**config.mk**
```make
export PLATFORM = sky130hd
export DESIGN_NAME = sequential_restoring_divider
export DESIGN_NICKNAME = d
export VERILOG_FILES = /design/src/rtl/divider_pkg.sv /design/src/rtl/restoring_div_step.sv /design/src/rtl/sequential_restoring_divider.sv
export SDC_FILE = /design/constraint.sdc
export NUM_CORES = 1
export LEC_CHECK = 0
export BUFFER_PORTS_ARGS = -buffer_cell sky130_fd_sc_hd__buf_2
export CORE_MARGIN = 5
export CORE_UTILIZATION = 30
export DETAILED_ROUTE_END_ITERATION = 12
export PLACE_DENSITY = 0.55
export SYNTH_ARGS = -nofsm -noshare
export SYNTH_HDL_FRONTEND = slang
export SYNTH_SLANG_ARGS = --single-unit
```
**constraint.sdc**
```tcl
create_clock -name clk -period 2.25 [get_ports clk]
set_input_delay 0.225 -clock clk [delete_from_list [all_inputs] [get_ports clk]]
set_output_delay 0.225 -clock clk [all_outputs]
set_load 0.05 [all_outputs]
```
**src/rtl/divider_pkg.sv**
```systemverilog
// Shared types and constants for the iterative restoring divider.
// SIGNED_DIV_EN selects two's-complement operands in the top.
package divider_pkg;

  typedef enum logic [1:0] {
    IDLE,
    CALC,
    DONE
  } div_state_e;

  localparam int DIV_MAX_W = 64;
  localparam logic [DIV_MAX_W-1:0] DIV_MAX_ONES = '1;

  function automatic int div_cnt_w(input int w);
    return $clog2(w);
  endfunction

endpackage

```
**src/rtl/restoring_div_step.sv**
```systemverilog
// One shift / trial-subtract / restore iteration of the divider.
// Purely combinational; the top registers R and Q between steps.
module restoring_div_step #(
  parameter int WIDTH = 8
) (
  input  logic [WIDTH:0]   r_i,
  input  logic [WIDTH-1:0] q_i,
  input  logic [WIDTH-1:0] d_i,
  output logic [WIDTH:0]   r_o,
  output logic [WIDTH-1:0] q_o
);

  logic [WIDTH+1:0] rs;
  logic [WIDTH+1:0] t;
  logic [WIDTH-1:0] qs;

  assign rs = {r_i, q_i[WIDTH-1]};
  assign qs = {q_i[WIDTH-2:0], 1'b0};
  assign t  = rs - {2'b00, d_i};

  // A clear top bit means the trial subtraction did not borrow.
  always_comb begin
    r_o = rs[WIDTH:0];
    q_o = qs;
    if (!t[WIDTH+1]) begin
      r_o = t[WIDTH:0];
      q_o = {qs[WIDTH-1:1], 1'b1};
    end
  end

endmodule

```
**src/rtl/sequential_restoring_divider.sv**
```systemverilog
// Iterative restoring divider, one quotient bit per clock.
// SIGNED_DIV_EN defined: operands and results are two's complement.
module sequential_restoring_divider
  import divider_pkg::*;
#(
  parameter int WIDTH = 8
) (
  input  logic             clk,
  input  logic             rst_n,
  input  logic             start,
  input  logic [WIDTH-1:0] dividend,
  input  logic [WIDTH-1:0] divisor,
  output logic             ready,
  output logic             valid_out,
  output logic [WIDTH-1:0] quotient,
  output logic [WIDTH-1:0] remainder,
  output logic             div_by_zero
);

  localparam int CNT_W = div_cnt_w(WIDTH);
  localparam logic [CNT_W-1:0] LAST = CNT_W'(WIDTH - 1);

  div_state_e       state_q, state_d;
  logic [CNT_W-1:0] cnt_q, cnt_d;
  logic [WIDTH:0]   r_q, r_d;
  logic [WIDTH-1:0] q_q, q_d;
  logic [WIDTH-1:0] d_q, d_d;
  logic [WIDTH-1:0] quo_q, quo_d;
  logic [WIDTH-1:0] rem_q, rem_d;
  logic             dbz_q, dbz_d;

  logic [WIDTH:0]   step_r;
  logic [WIDTH-1:0] step_q;
  logic [WIDTH-1:0] a_mag, b_mag;
  logic [WIDTH-1:0] fin_q, fin_r;
  logic             accept;

  assign accept = (state_q == IDLE) && start;

  restoring_div_step #(
    .WIDTH (WIDTH)
  ) u_step (
    .r_i (r_q),
    .q_i (q_q),
    .d_i (d_q),
    .r_o (step_r),
    .q_o (step_q)
  );

`ifdef SIGNED_DIV_EN
  logic sq_q, sq_d;
  logic sr_q, sr_d;

  // Magnitude of MIN is 2^(WIDTH-1) read as unsigned, so MIN/-1 wraps.
  assign a_mag = dividend[WIDTH-1] ? -dividend : dividend;
  assign b_mag = divisor[WIDTH-1] ? -divisor : divisor;
  assign fin_q = sq_q ? -step_q : step_q;
  assign fin_r = sr_q ? -step_r[WIDTH-1:0] : step_r[WIDTH-1:0];

  always_comb begin
    sq_d = sq_q;
    sr_d = sr_q;
    if (accept) begin
      sq_d = dividend[WIDTH-1] ^ divisor[WIDTH-1];
      sr_d = dividend[WIDTH-1];
    end
  end

  always_ff @(posedge clk or negedge rst_n) begin
    if (!rst_n) begin
      sq_q <= 1'b0;
      sr_q <= 1'b0;
    end else begin
      sq_q <= sq_d;
      sr_q <= sr_d;
    end
  end
`else
  assign a_mag = dividend;
  assign b_mag = divisor;
  assign fin_q = step_q;
  assign fin_r = step_r[WIDTH-1:0];
`endif

  always_comb begin
    state_d = state_q;
    cnt_d   = cnt_q;
    r_d     = r_q;
    q_d     = q_q;
    d_d     = d_q;
    quo_d   = quo_q;
    rem_d   = rem_q;
    dbz_d   = dbz_q;
    unique case (state_q)
      IDLE: begin
        if (start) begin
          if (divisor == '0) begin
            state_d = DONE;
            quo_d   = DIV_MAX_ONES[WIDTH-1:0];
            rem_d   = dividend;
            dbz_d   = 1'b1;
          end else begin
            state_d = CALC;
            r_d     = '0;
            q_d     = a_mag;
            d_d     = b_mag;
            cnt_d   = '0;
          end
        end
      end
      CALC: begin
        r_d   = step_r;
        q_d   = step_q;
        cnt_d = cnt_q + 1'b1;
        if (cnt_q == LAST) begin
          state_d = DONE;
          cnt_d   = '0;
          quo_d   = fin_q;
          rem_d   = fin_r;
          dbz_d   = 1'b0;
        end
      end
      DONE: state_d = IDLE;
      default: state_d = IDLE;
    endcase
  end

  always_ff @(posedge clk or negedge rst_n) begin
    if (!rst_n) begin
      state_q <= IDLE;
      cnt_q   <= '0;
      r_q     <= '0;
      q_q     <= '0;
      d_q     <= '0;
      quo_q   <= '0;
      rem_q   <= '0;
      dbz_q   <= 1'b0;
    end else begin
      state_q <= state_d;
      cnt_q   <= cnt_d;
      r_q     <= r_d;
      q_q     <= q_d;
      d_q     <= d_d;
      quo_q   <= quo_d;
      rem_q   <= rem_d;
      dbz_q   <= dbz_d;
    end
  end

  assign ready       = (state_q == IDLE);
  assign valid_out   = (state_q == DONE);
  assign quotient    = quo_q;
  assign remainder   = rem_q;
  assign div_by_zero = dbz_q;

endmodule
```
* Word level (Yosys, flattened, before mapping) *
Index checks and enable logic that the tools add are counted.

word-level totals
  logic and storage cells = 53
  input bits = 19
  bits in registers = 47

cells by class
  multiplexer cells = 28
  $add $sub $neg = 2
  equality and inequality tests = 7
  reductions and logical operators = 7
  bitwise gates (word level) = 1

operator list
  kind                                                                     number
  8-bit 2-to-1 mux                                                         8
  8-bit case mux with 2 select lines                                       3
  9-bit 2-to-1 mux                                                         3
  9-bit case mux with 2 select lines                                       1
  10-bit by 8-bit subtractor with 10-bit output                            1
  3-bit 2-to-1 mux                                                         3
  8-bit logical NOT                                                        1
  2-bit 2-to-1 mux                                                         3
  2-bit inequality test, second input constant                             3
  3-bit case mux with 2 select lines                                       1
  3-bit AND reduction                                                      2
  1-bit 2-to-1 mux                                                         4
  2-bit case mux with 2 select lines                                       1
  4-bit AND reduction                                                      1
  3-bit by 1-bit adder with 3-bit output, second input constant            1
  3-bit == test, second input constant                                     1
  2-bit by 1-bit == test with 1-bit output, second input constant          1
  2-bit == test, second input constant                                     1
  2-bit logical NOT                                                        1
  2-bit by 1-bit inequality test with 1-bit output, second input constant  1
  1-bit case mux with 2 select lines                                       1
  2-bit AND reduction                                                      1
  2-bit nonzero test                                                       1
  1-bit inverter                                                           1

* Depth between registers and ports, before layout *
Gate-level depths: netlist (run 1).

  word-level depth = 4
  depth in mapped cells = 10
  mapped depth without buffers = 10

* Modules after synthesis *
Synthesis (run 1) repeated with hierarchy kept, for this count alone.

unflattened totals
  cells, all modules = 248
  area, all modules = 2637.5 µm²

by module, submodules not included
  module                        instances  cells an instance  area each (µm²)
  sequential_restoring_divider  1          174                2057.0
  restoring_div_step            1          74                 580.6

* Worst setup path before layout (run 1) *
No wires, ideal clock.

  path type = reg-to-reg
  start = reg q_q[7]
  end = reg r_q[8]
  path buffers = 0
  stages on the path, launching flop included = 10
  arrival = 2253 ps
  setup slack = -72 ps
  library setup time = 69 ps
  cells stage by stage = dfrtp_1 -> inv_1 -> ha_1 -> inv_1 -> fa_1 -> a211oi_1 -> o21bai_1 -> a221o_2 -> or4_1 -> nand3_1

between the ends
  longest elaborated chain between the ends = 3

ends and longest elaborated chain
  element                                        RTL line                             RTL
  start: declaration                             sequential_restoring_divider.sv:26   logic [WIDTH-1:0] q_q, q_d;
  start signal: assignment                       sequential_restoring_divider.sv:142  q_q <= q_d;
  10-bit by 8-bit subtractor with 10-bit output  restoring_div_step.sv:19             assign t = rs - {2'b00, d_i};
  9-bit 2-to-1 mux                               restoring_div_step.sv:25             if (!t[WIDTH+1]) begin
  9-bit case mux with 2 select lines             sequential_restoring_divider.sv:94   unique case (state_q)
  end signal: assignment                         sequential_restoring_divider.sv:141  r_q <= r_d;
  end: declaration                               sequential_restoring_divider.sv:25   logic [WIDTH:0] r_q, r_d;

No other way between the ends.
A chain may end at the register's enable or synchronous reset.

* Final worst setup path (run 1) *
  start = reg r_q[0]
  end = reg r_q[8]

between the ends
  longest elaborated chain between the ends = 3

ends and longest elaborated chain
  element                                        RTL line
  10-bit by 8-bit subtractor with 10-bit output  restoring_div_step.sv:19
  9-bit 2-to-1 mux                               restoring_div_step.sv:25
  9-bit case mux with 2 select lines             sequential_restoring_divider.sv:94

No other way between the ends.

==> results of run 1 <==
[routing by layer]
layer | vias to the layer above | part of all wire
li1 | 1064 | -
met1 | 1015 | 0.47
met2 | 37 | 0.48
met3 | 12 | 0.035
met4 | 0 | 0.020
met5 | - | 0
[cell usage after synthesis (all sizes together) (4+ instances only)]
cell,n,share of area
mux2i,5,0.020
ha,10,0.050
mux2,10,0.045
and2,5,0.012
nor3,4,0.010
clkbuf,9,0.013
a21oi,16,0.032
inv,11,0.016
nand2,32,0.048
nand3,12,0.024
o21ai,12,0.024
dfrtp,47,0.47
nor2,32,0.048
a31oi,10,0.027
[flip-flops by register name, indices dropped and copies added (netlist names)]
| signal | flops |
|---|---|
| r_q | 9 |
| d_q | 8 |
| q_q | 8 |
| quotient | 8 |
| remainder | 8 |
| cnt_q | 3 |
| state_q | 2 |
| div_by_zero | 1 |
[worst max-delay path, stage by stage (launching register included)]
cell	delay [ns]
sky130_fd_sc_hd__dfrtp_1	0.44
sky130_fd_sc_hd__buf_6	0.14
sky130_fd_sc_hd__fa_2	0.42
sky130_fd_sc_hd__a211oi_4	0.26
sky130_fd_sc_hd__o21bai_2	0.09
sky130_fd_sc_hd__a221o_2	0.36
sky130_fd_sc_hd__or4_4	0.42
sky130_fd_sc_hd__nand3_2	0.07
[what timing repair did]
item / in CTS / in global routing
hold buffers: 0 / 0
buffers inserted: 3 / 5
pin swaps: 4 / 13
gates cloned: 0 / 0
resized for setup: 3 / 27
setup endpoints to repair: 9 / 16
[stage by stage]
step / utilization / cells / hold WS (ns) / setup TNS (ns)
2_1_floorplan: - / 263 / -0.0706 / 0
3_3_place_gp: 0.369 / 417 / 0.365 / -0.0160
3_5_place_dp: 0.369 / 417 / 0.369 / -0.111
4_1_cts: 0.385 / 428 / 0.0240 / -0.289
5_1_grt: 0.405 / 433 / 0.0562 / -0.229
6_report: 0.405 / 433 / -0.00351 / -0.0158
[kinds of logic after synthesis]
group | Yosys count | share of synthesized area
multiplexers | 15 | 0.0647
XOR/XNOR | 2 | 0.00697
AND/OR/NAND/NOR | 99 | 0.181
AO/OA/AOI/OAI | 66 | 0.186
adder cells (fa/ha/maj) | 11 | 0.0578
buffers and inverters | 23 | 0.0359
flip-flops | 47 | 0.468
[cells in the final DEF (no fill, tap or decap), types with 2 or more instances in the layout]
cell	n
sky130_fd_sc_hd__a21oi_1	15
sky130_fd_sc_hd__mux2_4	2
sky130_fd_sc_hd__buf_4	26
sky130_fd_sc_hd__inv_2	4
sky130_fd_sc_hd__o2111ai_1	2
sky130_fd_sc_hd__dfrtp_1	47
sky130_fd_sc_hd__clkbuf_8	6
sky130_fd_sc_hd__buf_6	3
sky130_fd_sc_hd__nor3_1	3
sky130_fd_sc_hd__nand3_1	11
sky130_fd_sc_hd__or4_4	2
sky130_fd_sc_hd__nor2b_1	2
sky130_fd_sc_hd__a31oi_1	9
sky130_fd_sc_hd__nand2b_1	2
sky130_fd_sc_hd__nand2_1	32
sky130_fd_sc_hd__or3_1	2
sky130_fd_sc_hd__a22o_1	2
sky130_fd_sc_hd__and2_1	5
sky130_fd_sc_hd__mux2_2	8
sky130_fd_sc_hd__inv_1	7
sky130_fd_sc_hd__o21ai_0	12
sky130_fd_sc_hd__a21o_1	3
sky130_fd_sc_hd__o22a_1	2
sky130_fd_sc_hd__mux2i_1	4
sky130_fd_sc_hd__buf_2	37
sky130_fd_sc_hd__ha_4	5
sky130_fd_sc_hd__ha_1	4
sky130_fd_sc_hd__buf_12	3
sky130_fd_sc_hd__nor4_1	2
sky130_fd_sc_hd__nor2_1	32
[final cells by class]
type	instances	area (µm²)	area share
Timing Repair Buffer	69	474	0.143
Sequential cell	47	1180	0.355
Clock buffer	6	82.6	0.0249
Clock inverter	2	16.3	0.00491
Tap cell	105	131	0.0397
Multi-Input combinational cell	193	1390	0.420
Inverter	11	41.3	0.0125
[path summary, 6_finish.rpt]
kind                                     to       start  slack, ns
worst max-delay path                 r_q[8]      r_q[0]      -0.02
worst max register to register       r_q[8]      r_q[0]      -0.02
max in group asynchronous            d_q[1]       rst_n       1.83
worst min-delay path            quotient[5]       rst_n     -0.004
worst min register to register     cnt_q[0]    cnt_q[0]       0.51
min in group clk                     d_q[2]  divisor[2]       0.16
==> metrics.md, run 1 <==
| Metric | Value |
|---|---|
| Net count after synthesis | `293` |
| Worst setup margin | `-0.0158 ns` |
| Site row count | `33` |
| Worst-Skew Late Latency | `0.31 ns` |
| Final design area excluding fillers | `3310 µm²` |
| Number of nets still failing antenna checks after routing | `0` |
| Period utilization | `1.01` |
| Period minus WS final | `2.27 ns` |
| Met3 routing resource usage after global routing | `0.0220` |
| Sequential element share of the synthesized area | `0.468` |
| Global-route wire length before repair | `10.3 mm` |
| Total core area | `8180 µm²` |
| DRC violation count after routing | `0` |
| Clk Tree Root Cell | `sky130_fd_sc_hd__clkbuf_8` |
| Outcome | `finished with violations` |
| Relative slew slack | `0.486` |
| Instance count of the mapped netlist | `263` |
| Global routing met1 resource utilization | `0.177` |
| Average size of a mapped cell | `9.55 µm²` |
| Die footprint | `10300 µm²` |
| Clock tree from TritonCTS | `done` |
| GRT Total Usage | `0.126` |
| # diodes | `0` |
| Worst Reg2Reg Path Length in Cells | `7` |
| Setup repair after global routing missed its margin | `yes` |
| Horizontal die dimension | `102 µm` |
| Layout cells sized above 1 | `0.363` |
| Post-placement setup slack | `-0.0734 ns` |
| Unique masters post-synth | `49` |
| Routability congestion estimate | `0.788` |
| Violated checks | `hold timing, setup timing` |
| Total via count in the routed design | `2128` |
| Clk_skew | `0.00679 ns` |
| Number of filler instances in the final layout | `839` |
| Setup-violating endpoint count in the final report | `1` |
| Path category of the worst min-delay check | `primary input to async pin` |
| TritonCTS sink count | `47` |
| Global route hottest layer | `met2` |
| Fmax | `441 MHz` |
| Count of state elements after synthesis | `47` |
| # IOs | `38` |
| Initial cell density of the core | `0.307` |
| Final-stage net count | `357` |
| Async S/R FF share, synth | `1.00` |
| Global Route met2 Usage | `0.195` |
| Number of iterations in the first detailed-routing pass | `4` |
| Type of origin of the critical path | `register` |
| Standard cell area after detailed placement | `3020 µm²` |
| Number of clock buffers inserted by TritonCTS | `5` |
| Hold Slack | `-0.00351 ns` |
| Predominant post-synthesis flop cell | `sky130_fd_sc_hd__dfrtp_1` |
| Sum of overflow across all layers after global routing | `0` |
| Worst endpoint required time | `2.50 ns` |
| Vias in the first global route | `2068` |
| Yosys warnings | `0` |
| Data arrival time at the worst-slack endpoint | `2.51 ns` |
| Mean number of vias per cell | `4.91` |
| Die Y-Extent | `102 µm` |
| Clock Pin Slew Worst Setup and Hold Paths | `0.10 ns` |
| Transition time at the pin with the least slew margin | `0.768 ns` |
| H-tree depth | `2` |
| Nature of the critical path endpoint | `register` |
| EDFF count, synth | `0` |
| Violation count after the first detailed-route iteration | `114` |
| Count of buffers from port buffering | `37` |
| Layout-stage area growth over the synthesis result | `31.8%` |
| Final wirelength | `6.36 mm` |
| Maximum fanout along the worst path | `3` |
| Largest net degree at the start of global routing | `48` |
| Largest buffer count on any clock path | `2` |
| Setup Crit Path Kind | `register to register` |
| Detailed placer's ending HPWL | `4.58 mm` |
| Antenna violations before repair | `0` |
| Fin. Hold Viols | `6` |
| Total standard cell area after synthesis | `2510 µm²` |
| Routed wirelength normalized by instance count | `14.7 µm` |
| Maximum capacitance violations | `0` |
| Final Max Tran Viols | `0` |
Power of run 1 is left out: the tool's default activity adds up to more than one toggle a clock period on the data nets, which glitch-free logic cannot reach.
==> run 2, diff against run 1 <==
--- a/config.mk
+++ b/config.mk
@@ -10,6 +10,7 @@
 export CORE_UTILIZATION = 30
 export DETAILED_ROUTE_END_ITERATION = 12
 export PLACE_DENSITY = 0.55
+export SETUP_SLACK_MARGIN = 0.1
 export SYNTH_ARGS = -nofsm -noshare
 export SYNTH_HDL_FRONTEND = slang
 export SYNTH_SLANG_ARGS = --single-unit
==> run 2 against run 1 <==
Effect of this change: the run ends with hold timing left; die area stayed put; via count down 1.4%; routed wire length is 2.3% lower; count of clock-buffer cells in the layout down 1; worst hold slack worse by 0.00090 ns; register-to-register slack better by 0.02 ns; critical path depth unchanged; non-clock buffer count decreased by 3; global-route usage increased by 0.19 points; first-iteration DRC count shrank 20%; core utilization rose by 0.17 points; design area up 0.42%; critical path type unchanged; critical endpoint is now remainder[0].
==> metrics.md, run 2 (synthesized netlist as in run 1, its figures left out) <==
| Metric | Value |
|---|---|
| Outcome | `finished with violations` |
| Violated checks | `hold timing` |
| Worst-Skew Late Latency | `0.30 ns` |
| Layout cells sized above 1 | `0.369` |
| Final-stage net count | `354` |
| Launching instance or port of the critical path | `r_q[0]` |
| Leading cell type in the layout, fill and taps excluded | `sky130_fd_sc_hd__dfrtp_1` |
| Final wirelength | `6.21 mm` |
| Nature of the critical path endpoint | `register` |
| Vias in the first global route | `2177` |
| Number of placed instances with taps included | `417` |
| Horizontal die dimension | `102 µm` |
| Number of iterations in the first detailed-routing pass | `4` |
| Number of nets still failing antenna checks after routing | `0` |
| Global-route wire length before repair | `10.5 mm` |
| Period utilization | `0.999` |
| Transition time at the pin with the least slew margin | `0.753 ns` |
| Layout-stage area growth over the synthesis result | `32.4%` |
| TritonCTS sink count | `47` |
| Crit-path slowest cell | `sky130_fd_sc_hd__dfrtp_1` |
| Worst endpoint required time | `2.46 ns` |
| # IOs | `38` |
| Path category of the worst min-delay check | `primary input to async pin` |
| Initial cell density of the core | `0.307` |
| Cell-by-cell listing of the critical path | `ha_1, nor2b_2, o2111a_2, o211ai_4, o211ai_4, mux2_4, a221oi_2` |
| Antenna violations before repair | `0` |
| Clk_skew | `0.0127 ns` |
| Site row count | `33` |
| Data arrival time at the worst-slack endpoint | `2.46 ns` |
| H-tree depth | `2` |
| Largest buffer count on any clock path | `2` |
| Register-to-register setup slack | `0.003 ns` |
| Capturing element of the worst setup path | `remainder[0]` |
| Clock tree from TritonCTS | `done` |
| Worst Reg2Reg Path Length in Cells | `7` |
| Clk Tree Root Cell | `sky130_fd_sc_hd__clkbuf_8` |
| Post-route insts no fill | `430` |
| Largest register by flop count | `r_q` |
| FF-to-FF End | `remainder[0]` |
| Relative slew slack | `0.496` |
| Start of the worst register-to-register path | `r_q[0]` |
| Final Max Tran Viols | `0` |
| Number of clock buffers inserted by TritonCTS | `5` |
| Fmax | `445 MHz` |
| Maximum fanout along the worst path | `7` |
| Routed wirelength normalized by instance count | `14.4 µm` |
| Hold Slack | `-0.00441 ns` |
| Fin. Hold Viols | `3` |
| Leading cell types in the layout, fill and taps excluded | `sky130_fd_sc_hd__dfrtp_1, sky130_fd_sc_hd__buf_2, sky130_fd_sc_hd__nand2_1` |
| Largest net degree at the start of global routing | `48` |
| Die Y-Extent | `102 µm` |
| Setup repair after global routing missed its margin | `yes` |
| Count of buffers from port buffering | `37` |
| Violation count after the first detailed-route iteration | `91` |
| Setup-violating endpoint count in the final report | `0` |
| Worst path most repeated cell | `sky130_fd_sc_hd__o211ai_4` |
| Sum of overflow across all layers after global routing | `0` |
| Die footprint | `10300 µm²` |
| GRT Total Usage | `0.128` |
| Routability congestion estimate | `0.825` |
| Detailed placer's ending HPWL | `4.74 mm` |
| Maximum capacitance violations | `0` |
| Number of flip-flops in the largest register | `9` |
| Type of origin of the critical path | `register` |
| Total via count in the routed design | `2099` |
| Setup Crit Path Kind | `register to register` |
| DRC violation count after routing | `0` |
| # diodes | `0` |
| Clock Pin Slew Worst Setup and Hold Paths | `0.10 ns` |
| CP max stage delay | `0.41 ns` |
| Total core area | `8180 µm²` |
| Mean number of vias per cell | `4.88` |
| Period minus WS final | `2.25 ns` |
==> run 2: changes by cell type in the layout (fill, tap and decap cells not counted), sizes merged <==
cell / change
buf: -3
bufinv: +2
clkbuf: -1
clkinv: -1
clkinvlp: -1
inv: +1
==> run 2: final cells by class <==
type,count,area [µm²]
Sequential cell,47,1180
Multi-Input combinational cell,193,1390
Fill cell,839,4850
Clock inverter,3,71.3
Tap cell,105,131
Inverter,11,41.3
Clock buffer,5,68.8
Timing Repair Buffer,66,444
==> run 2: stage by stage <==
step	TNS, ns	hold WS [ns]	setup WS (ns)	area (µm²)	utilization
after global placement	-0.00141	0.366	-0.00141	3040	0.372
after global routing	-0.258	0.0421	-0.127	3330	0.407
after CTS	0	0.0294	0.00291	3270	0.399
after detailed placement	-0.00928	0.371	-0.00928	3040	0.372
after floorplan	0	-0.0706	0.0448	2560	-
final	0	-0.00441	0.00270	3330	0.407
==> run 2: worst min path at each step <==
stage	from	to	slack, ns	cells past startpoint
floorplan	rst_n	cnt_q[0]	-0.07	0
global placement	rst_n	quotient[5]	0.37	2
detailed placement	rst_n	quotient[5]	0.37	2
CTS	rst_n	quotient[5]	0.03	2
global route	rst_n	quotient[5]	0.04	2
finish	rst_n	quotient[5]	-0.004	2
==> run 2: repair_timing <==
action,in CTS,in global routing
hold buffers,0,0
pin swaps,3,6
buffers inserted,4,1
endpoints found under the setup margin,14,16
gates resized for setup,10,14
==> run 2: per-layer routing <==
metal / vias up / global-route usage / share of wire
li1: 1057 / - / -
met1: 990 / 0.167 / 0.43
met3: 10 / 0.0289 / 0.042
met4: 0 / 0.0501 / 0.029
met5: - / 0 / 0
met2: 42 / 0.206 / 0.49
==> run 2: worst max-delay path, delay by kind of cell, from the launching register on <==
| kind | cells | cell delay, ns |
|---|---|---|
| mux | 1 | 0.35 |
| fa+ha+maj | 1 | 0.28 |
| flops | 1 | 0.41 |
| simple gates | 1 | 0.17 |
| compound gates | 4 | 0.95 |
Power of run 2 is left out for the same reason.
